## src/rtl/c2h_pkt_arbiter_if.sv

```systemverilog
// Handshake bundle for the C2H packet arbiter: NumChnl upstream AXIS lanes plus one merged
// downstream AXIS stream. The arbiter connects through the slave modport.
interface c2h_pkt_arbiter_if #(
  parameter int unsigned NumChnl = 4,
  parameter int unsigned DataW   = 64,
  parameter int unsigned IdW     = 2
);
  logic [NumChnl-1:0]       s_tvalid;
  logic [NumChnl-1:0]       s_tready;
  logic [NumChnl-1:0]       s_tlast;
  logic [NumChnl*DataW-1:0] s_tdata;
  logic                     m_tvalid;
  logic                     m_tready;
  logic                     m_tlast;
  logic [DataW-1:0]         m_tdata;
  logic [IdW-1:0]           m_tid;

  modport master (
    output s_tvalid, s_tlast, s_tdata, m_tready,
    input  s_tready, m_tvalid, m_tlast, m_tdata, m_tid
  );

  modport slave (
    input  s_tvalid, s_tlast, s_tdata, m_tready,
    output s_tready, m_tvalid, m_tlast, m_tdata, m_tid
  );
endinterface

```

## src/rtl/c2h_pkt_arbiter.sv

```systemverilog
// Packet-granular round-robin arbiter merging NumChnl C2H AXIS streams through a 2-entry skid
// buffer. Define C2H_PKT_ARB_STATS_EN to build the per-channel forwarded-packet counters.
module c2h_pkt_arbiter #(
  parameter int unsigned NumChnl = 4,
  parameter int unsigned DataW   = 64,
  parameter int unsigned IdW     = (NumChnl > 2) ? $clog2(NumChnl) : 1
) (
  input  logic                    clk_i,
  input  logic                    rst_ni,
  c2h_pkt_arbiter_if.slave        axis_io,
  output logic [NumChnl-1:0]      grant_o,
  input  logic                    stat_clr_i,
  output logic [NumChnl*32-1:0]   stat_pkt_cnt_o
);

  typedef enum logic [0:0] {StIdle, StBusy} state_e;

  typedef struct packed {
    logic             last;
    logic [IdW-1:0]   id;
    logic [DataW-1:0] data;
  } beat_t;

  state_e             state_q, state_d;
  logic [NumChnl-1:0] grant_q, grant_d;
  logic [IdW-1:0]     gidx_q, gidx_d;
  logic [IdW-1:0]     last_q, last_d;

  beat_t out_q, out_d, skid_q, skid_d, in_beat;
  logic  out_vld_q, out_vld_d, skid_vld_q, skid_vld_d;

  logic               pick_found;
  logic [IdW-1:0]     pick_idx, cand;
  logic [NumChnl-1:0] s_ready;
  logic               push, pop;

  // Round-robin search starting just after the last channel served.
  always_comb begin
    pick_found = 1'b0;
    pick_idx   = '0;
    cand       = '0;
    for (int unsigned i = 1; i <= NumChnl; i++) begin
      cand = IdW'((32'(last_q) + i) % NumChnl);
      if (!pick_found && axis_io.s_tvalid[cand]) begin
        pick_found = 1'b1;
        pick_idx   = cand;
      end
    end
  end

  assign in_beat.last = axis_io.s_tlast[gidx_q];
  assign in_beat.id   = gidx_q;
  assign in_beat.data = axis_io.s_tdata[gidx_q*DataW +: DataW];

  always_ff @(posedge clk_i or negedge rst_ni) begin
    if (!rst_ni) begin
      state_q <= StIdle;
      grant_q <= '0;
      gidx_q  <= '0;
      last_q  <= IdW'(NumChnl - 1);
    end else begin
      state_q <= state_d;
      grant_q <= grant_d;
      gidx_q  <= gidx_d;
      last_q  <= last_d;
    end
  end

  always_comb begin
    state_d = state_q;
    grant_d = grant_q;
    gidx_d  = gidx_q;
    last_d  = last_q;
    unique case (state_q)
      StIdle: begin
        if (pick_found) begin
          state_d = StBusy;
          gidx_d  = pick_idx;
          grant_d = NumChnl'(1) << pick_idx;
        end
      end
      StBusy: begin
        if (push && in_beat.last) begin
          state_d = StIdle;
          grant_d = '0;
          last_d  = gidx_q;
        end
      end
      default: state_d = StIdle;
    endcase
  end

  // Ready depends only on flops, so M_TREADY never reaches S_TREADY combinationally.
  always_comb begin
    s_ready = '0;
    if (state_q == StBusy && !skid_vld_q) begin
      s_ready = grant_q;
    end
  end

  assign push             = |(s_ready & axis_io.s_tvalid);
  assign pop              = out_vld_q & axis_io.m_tready;
  assign axis_io.s_tready = s_ready;
  assign grant_o          = grant_q;

  always_comb begin
    out_d      = out_q;
    out_vld_d  = out_vld_q;
    skid_d     = skid_q;
    skid_vld_d = skid_vld_q;
    if (pop || !out_vld_q) begin
      if (skid_vld_q) begin
        out_d      = skid_q;
        out_vld_d  = 1'b1;
        skid_vld_d = 1'b0;
      end else begin
        out_vld_d = push;
        if (push) begin
          out_d = in_beat;
        end
      end
    end else if (push) begin
      skid_d     = in_beat;
      skid_vld_d = 1'b1;
    end
  end

  always_ff @(posedge clk_i or negedge rst_ni) begin
    if (!rst_ni) begin
      out_q      <= '0;
      out_vld_q  <= 1'b0;
      skid_q     <= '0;
      skid_vld_q <= 1'b0;
    end else begin
      out_q      <= out_d;
      out_vld_q  <= out_vld_d;
      skid_q     <= skid_d;
      skid_vld_q <= skid_vld_d;
    end
  end

  assign axis_io.m_tvalid = out_vld_q;
  assign axis_io.m_tlast  = out_q.last;
  assign axis_io.m_tdata  = out_q.data;
  assign axis_io.m_tid    = out_q.id;

`ifdef C2H_PKT_ARB_STATS_EN
  logic [NumChnl-1:0][31:0] stat_q, stat_d;

  // Clear has priority over a same-cycle packet completion.
  always_comb begin
    stat_d = stat_q;
    if (stat_clr_i) begin
      stat_d = '0;
    end else if (pop && out_q.last) begin
      for (int unsigned ch = 0; ch < NumChnl; ch++) begin
        if (32'(out_q.id) == ch) begin
          stat_d[ch] = stat_q[ch] + 32'd1;
        end
      end
    end
  end

  always_ff @(posedge clk_i or negedge rst_ni) begin
    if (!rst_ni) begin
      stat_q <= '0;
    end else begin
      stat_q <= stat_d;
    end
  end

  assign stat_pkt_cnt_o = stat_q;
`else
  logic unused_stat_clr;
  assign unused_stat_clr = stat_clr_i;
  assign stat_pkt_cnt_o  = '0;
`endif

endmodule

```

## src/flat_wrapper.sv

```systemverilog
// flat-port wrapper written by rule: the top's interface ports become plain ports
module c2h_pkt_arbiter_flat 
#(
  parameter int unsigned NumChnl = 4,
  parameter int unsigned DataW   = 64,
  parameter int unsigned IdW     = (NumChnl > 2) ? $clog2(NumChnl) : 1
)
  (clk_i, rst_ni, grant_o, stat_clr_i, stat_pkt_cnt_o, axis_io_s_tvalid, axis_io_s_tlast, axis_io_s_tdata, axis_io_m_tready, axis_io_s_tready, axis_io_m_tvalid, axis_io_m_tlast, axis_io_m_tdata, axis_io_m_tid);
  c2h_pkt_arbiter_if #(.NumChnl(NumChnl), .DataW(DataW), .IdW(IdW)) axis_io_i ();
  input  logic clk_i;
  input  logic rst_ni;
  output logic [NumChnl-1:0] grant_o;
  input  logic stat_clr_i;
  output logic [NumChnl*32-1:0] stat_pkt_cnt_o;
  input wire logic [$bits(axis_io_i.s_tvalid)-1:0] axis_io_s_tvalid;
  input wire logic [$bits(axis_io_i.s_tlast)-1:0] axis_io_s_tlast;
  input wire logic [$bits(axis_io_i.s_tdata)-1:0] axis_io_s_tdata;
  input wire logic [$bits(axis_io_i.m_tready)-1:0] axis_io_m_tready;
  output wire logic [$bits(axis_io_i.s_tready)-1:0] axis_io_s_tready;
  output wire logic [$bits(axis_io_i.m_tvalid)-1:0] axis_io_m_tvalid;
  output wire logic [$bits(axis_io_i.m_tlast)-1:0] axis_io_m_tlast;
  output wire logic [$bits(axis_io_i.m_tdata)-1:0] axis_io_m_tdata;
  output wire logic [$bits(axis_io_i.m_tid)-1:0] axis_io_m_tid;
  assign axis_io_i.s_tvalid = axis_io_s_tvalid;
  assign axis_io_i.s_tlast = axis_io_s_tlast;
  assign axis_io_i.s_tdata = axis_io_s_tdata;
  assign axis_io_i.m_tready = axis_io_m_tready;
  assign axis_io_s_tready = axis_io_i.s_tready;
  assign axis_io_m_tvalid = axis_io_i.m_tvalid;
  assign axis_io_m_tlast = axis_io_i.m_tlast;
  assign axis_io_m_tdata = axis_io_i.m_tdata;
  assign axis_io_m_tid = axis_io_i.m_tid;
  c2h_pkt_arbiter #(.NumChnl(NumChnl), .DataW(DataW), .IdW(IdW)) u_core (.clk_i(clk_i), .rst_ni(rst_ni), .axis_io(axis_io_i), .grant_o(grant_o), .stat_clr_i(stat_clr_i), .stat_pkt_cnt_o(stat_pkt_cnt_o));
endmodule
```

## config.mk

```make
export PLATFORM = sky130hd
export DESIGN_NAME = c2h_pkt_arbiter_flat
export DESIGN_NICKNAME = d
export VERILOG_FILES = /design/src/rtl/c2h_pkt_arbiter_if.sv /design/src/rtl/c2h_pkt_arbiter.sv /design/src/flat_wrapper.sv
export SDC_FILE = /design/constraint.sdc
export NUM_CORES = 1
export LEC_CHECK = 0
export ABC_AREA = 1
export CAP_MARGIN = 15
export CORE_AREA = 2 2 185 187
export CTS_BUF_LIST = sky130_fd_sc_hd__clkbuf_2 sky130_fd_sc_hd__clkbuf_4 sky130_fd_sc_hd__clkbuf_8
export CTS_CLUSTER_SIZE = 20
export DETAILED_ROUTE_END_ITERATION = 10
export DIE_AREA = 0 0 187 189
export PLACE_DENSITY = 0.66
export SYNTH_ARGS = -nofsm -noshare
export SYNTH_HDL_FRONTEND = slang
export SYNTH_SLANG_ARGS = --single-unit
```

## constraint.sdc

```tcl
create_clock -name clk_i -period 2.1 [get_ports clk_i]
set_clock_uncertainty 0.15 [all_clocks]
set_input_delay 0.63 -clock clk_i [delete_from_list [all_inputs] [get_ports clk_i]]
set_output_delay 0.63 -clock clk_i [all_outputs]
set_load 0.05 [all_outputs]
```

==> metrics.md <==
| Metric | Value |
|---|---|
| Leakage | 6.28 nW |
| I/O pin count | 472 |
| # diodes | 0 |
| Clk_lat worst skew | 0.44 ns |
| Worst hold path class | flop to flop |
| Crit path max fanout | 4 |
| Post-DRT Antenna Nets | 0 |
| Slowest CP cell | dfrtp_4 |
| Core Util, Final | 0.407 |
| Pin count of the biggest net entering global routing | 77 |
| FF+latch count, synth | 145 |
| Crit path arrival time | 1.37 ns |
| CP cell instances | inv_6, nand2_8, nor2_4, buf_12 |
| CTS tree | done |
| Synth unique cells | 24 |
| GRT Overall Usage | 0.166 |
| FP Rows | 67 |
| Min Tclk post-route | 2.15 ns |
| Via/cell ratio | 4.56 |
| Register-to-Register Setup Slack | 0.09 ns |
| CP delay by family, top | flip-flops |
| RSZ-0062 raised after global routing | true |
| Max_cap viols | 0 |
| Die ar. | 35300 um^2 |
| First-pass GRT wire length | 47100 um |
| DRC violations left | 0 |
| Initial antenna violation count | 0 |
| Layout cells sized above 1 | 0.128 |
| Final WS setup | -0.0544 ns |
| Area growth syn-to-layout | 47.4% |
| Die width | 187 um |
| Avg Inst Size Synth | 7.24 um^2 |
| Syn Inst Count | 1268 |
| Crit share post-route | 1.03 |
| Final Setup Violations | 4 |
| Initial Util | 0.276 |
| Clock sinks | 145 |
| CP Capture Type | output pin |
| Vias in the first global route | 8958 |
| Dpl hpwl | 22600 um |
| Port bufs | 342 |
| Clk buf depth | 2 |
| Maximum VDD drop | 342 uV |
| GR Overflow Total | 0 |
| Hold WS | 0.338 ns |
| Die height | 189 um |
| Worst slew margin | 0.632 |
| Design Power | 6.19 mW |
| Startpoint types | flop |
| Final Hold Viols | 0 |
| Net count, final | 1875 |
| CTS Buf Count | 17 |
| Max incr delay on CP | 0.51 ns |
| Synthesized area | 9180 um^2 |
| Via count | 9421 |
| P per Cell Area | 457 nW/um^2 |
| Failing checks | setup timing |
| WL/cell | 15.8 um |
| Clk root buf | clkbuf_8 |
| Max-slew violation count | 0 |
| Crit path required time | 1.32 ns |
| Setup WS pre-CTS | -0.299 ns |
| Tightest Pin Transition | 0.552 ns |
| FMAX | 464 MHz |
| DRT iter0 DRCs | 500 |
| Most common cell after layout, fill and taps aside | nand2_1 |
| Router iterations before antenna repair | 5 |
| Yosys warnings | 0 |
| H-tree depth | 4 |
| WP buf/inv | 2 |
| Overall routed net length | 32700 um |
| Status | finished, violations left |
| WS Path Type | flop to output pin |
| Placed cell count | 2020 |
| Sequential-to-total area share from yosys stat | 0.395 |
| Clock transition at path regs | 0.09 ns |
| Layout Cells excl Fill | 2068 |
| Core Region | 33300 um^2 |
| Most frequent cells in the layout | nand2_1, clkdlybuf4s50_1, o21ai_0, dfrtp_1, nor2_1 |
| Placer Congestion | 0.852 |
[flip-flops by register name (all words and copies together), names as in the netlist, 2 cells and up]
name	count
u_core.grant_o	4
u_core.gidx_q	2
u_core.last_q	2
u_core.skid_q	67
u_core.axis_io.m_tdata	64
u_core.axis_io.m_tid	2
[routing by layer]
layer	vias to the layer above	global-route usage	share of wire
li1	4581	-	-
met1	4428	0.197	0.42
met2	380	0.301	0.51
met3	32	0.0337	0.058
met4	0	0.0501	0.018
met5	-	0	0
[power by group]
group          total [mW]  internal, mW          switching, mW
combinational        1.23         0.507                  0.720
sequential           2.79          2.79  0.0000000000000000283
clock                2.17         0.926                   1.25
[through the flow]
step	area [um^2]	setup TNS [ns]
6_report	13500	-0.159
5_1_grt	13500	-0.715
4_1_cts	13200	-0.358
3_5_place_dp	12800	-34.45
3_3_place_gp	12800	-30.14
2_1_floorplan	9700	0
[area by class of cell]
class                           instances  area [um^2]
Clock buffer                           19          262
Multi-Input combinational cell        947         4370
Fill cell                            3383        19800
Inverter                               87          347
Timing Repair Buffer                  408         4220
Clock inverter                         13          119
Sequential cell                       145         3640
Timing Repair inverter                  1         8.76
Tap cell                              448          561
[cells in the mapped netlist]
| library cell | n | area (um^2) |
|---|---|---|
| dfrtp_1 | 143 | 3580 |
| nor2_4 | 2 | 22.5 |
| nand4_1 | 4 | 25.0 |
| o211ai_1 | 67 | 503 |
| buf_2 | 17 | 85.1 |
| inv_1 | 82 | 308 |
| inv_2 | 4 | 15.0 |
| nand3_1 | 12 | 60.1 |
| nand2_1 | 319 | 1200 |
| o21ai_0 | 202 | 1010 |
| nor2_2 | 2 | 12.5 |
| a21boi_0 | 1 | 7.51 |
| dfstp_2 | 2 | 52.6 |
| o22ai_1 | 65 | 407 |
| inv_4 | 1 | 6.26 |
| o21ai_1 | 1 | 5.00 |
| nand4_2 | 1 | 12.5 |
| conb_1 | 1 | 3.75 |
| nand3b_1 | 2 | 15.0 |
| nor2_1 | 138 | 518 |
| clkbuf_1 | 52 | 195 |
| buf_6 | 5 | 56.3 |
| nand2_2 | 3 | 18.8 |
| buf_4 | 142 | 1070 |
[worst paths after layout]
kind,startpoint,to,depth (start not counted)
min in group asynchronous,rst_ni,u_core.skid_q[20],2
worst max-delay path,u_core.skid_vld_q,axis_io_s_tready[0],4
max in group asynchronous,rst_ni,u_core.last_q[1],3
worst min register to register,u_core.axis_io.m_tdata[5],u_core.axis_io.m_tdata[5],2
worst min-delay path,u_core.axis_io.m_tdata[5],u_core.axis_io.m_tdata[5],2
worst max register to register,u_core.skid_vld_q,u_core.axis_io.m_tdata[24],11
[cells by family after synthesis]
kind of cell,share of synthesized area
AO/OA/AOI/OAI,0.211
buffers and inverters,0.189
flip-flops,0.395
other,0.000408
AND/OR/NAND/NOR,0.205
[worst reg2reg max path: stages (launching register included)]
cell and delay (ns):
dfrtp_4 0.51, inv_6 0.08, nand2_8 0.07, nor2_4 0.14, nand2_1 0.11, nand4_4 0.12
nor2_2 0.06, nor2_4 0.17, buf_6 0.16, buf_12 0.16, o211ai_1 0.14, nand2_1 0.08
[repair_timing]
item / CTS / global route
gates cloned: 0 / 10
hold buffers: 1 / 0
gates resized for setup: 2 / 16
pin swaps: 2 / 3
hold endpoints to repair: 30 / 0
endpoints found under the setup margin: 4 / 70
setup buffers: 1 / 4
Note: power is estimated with default switching activity, not from simulation.
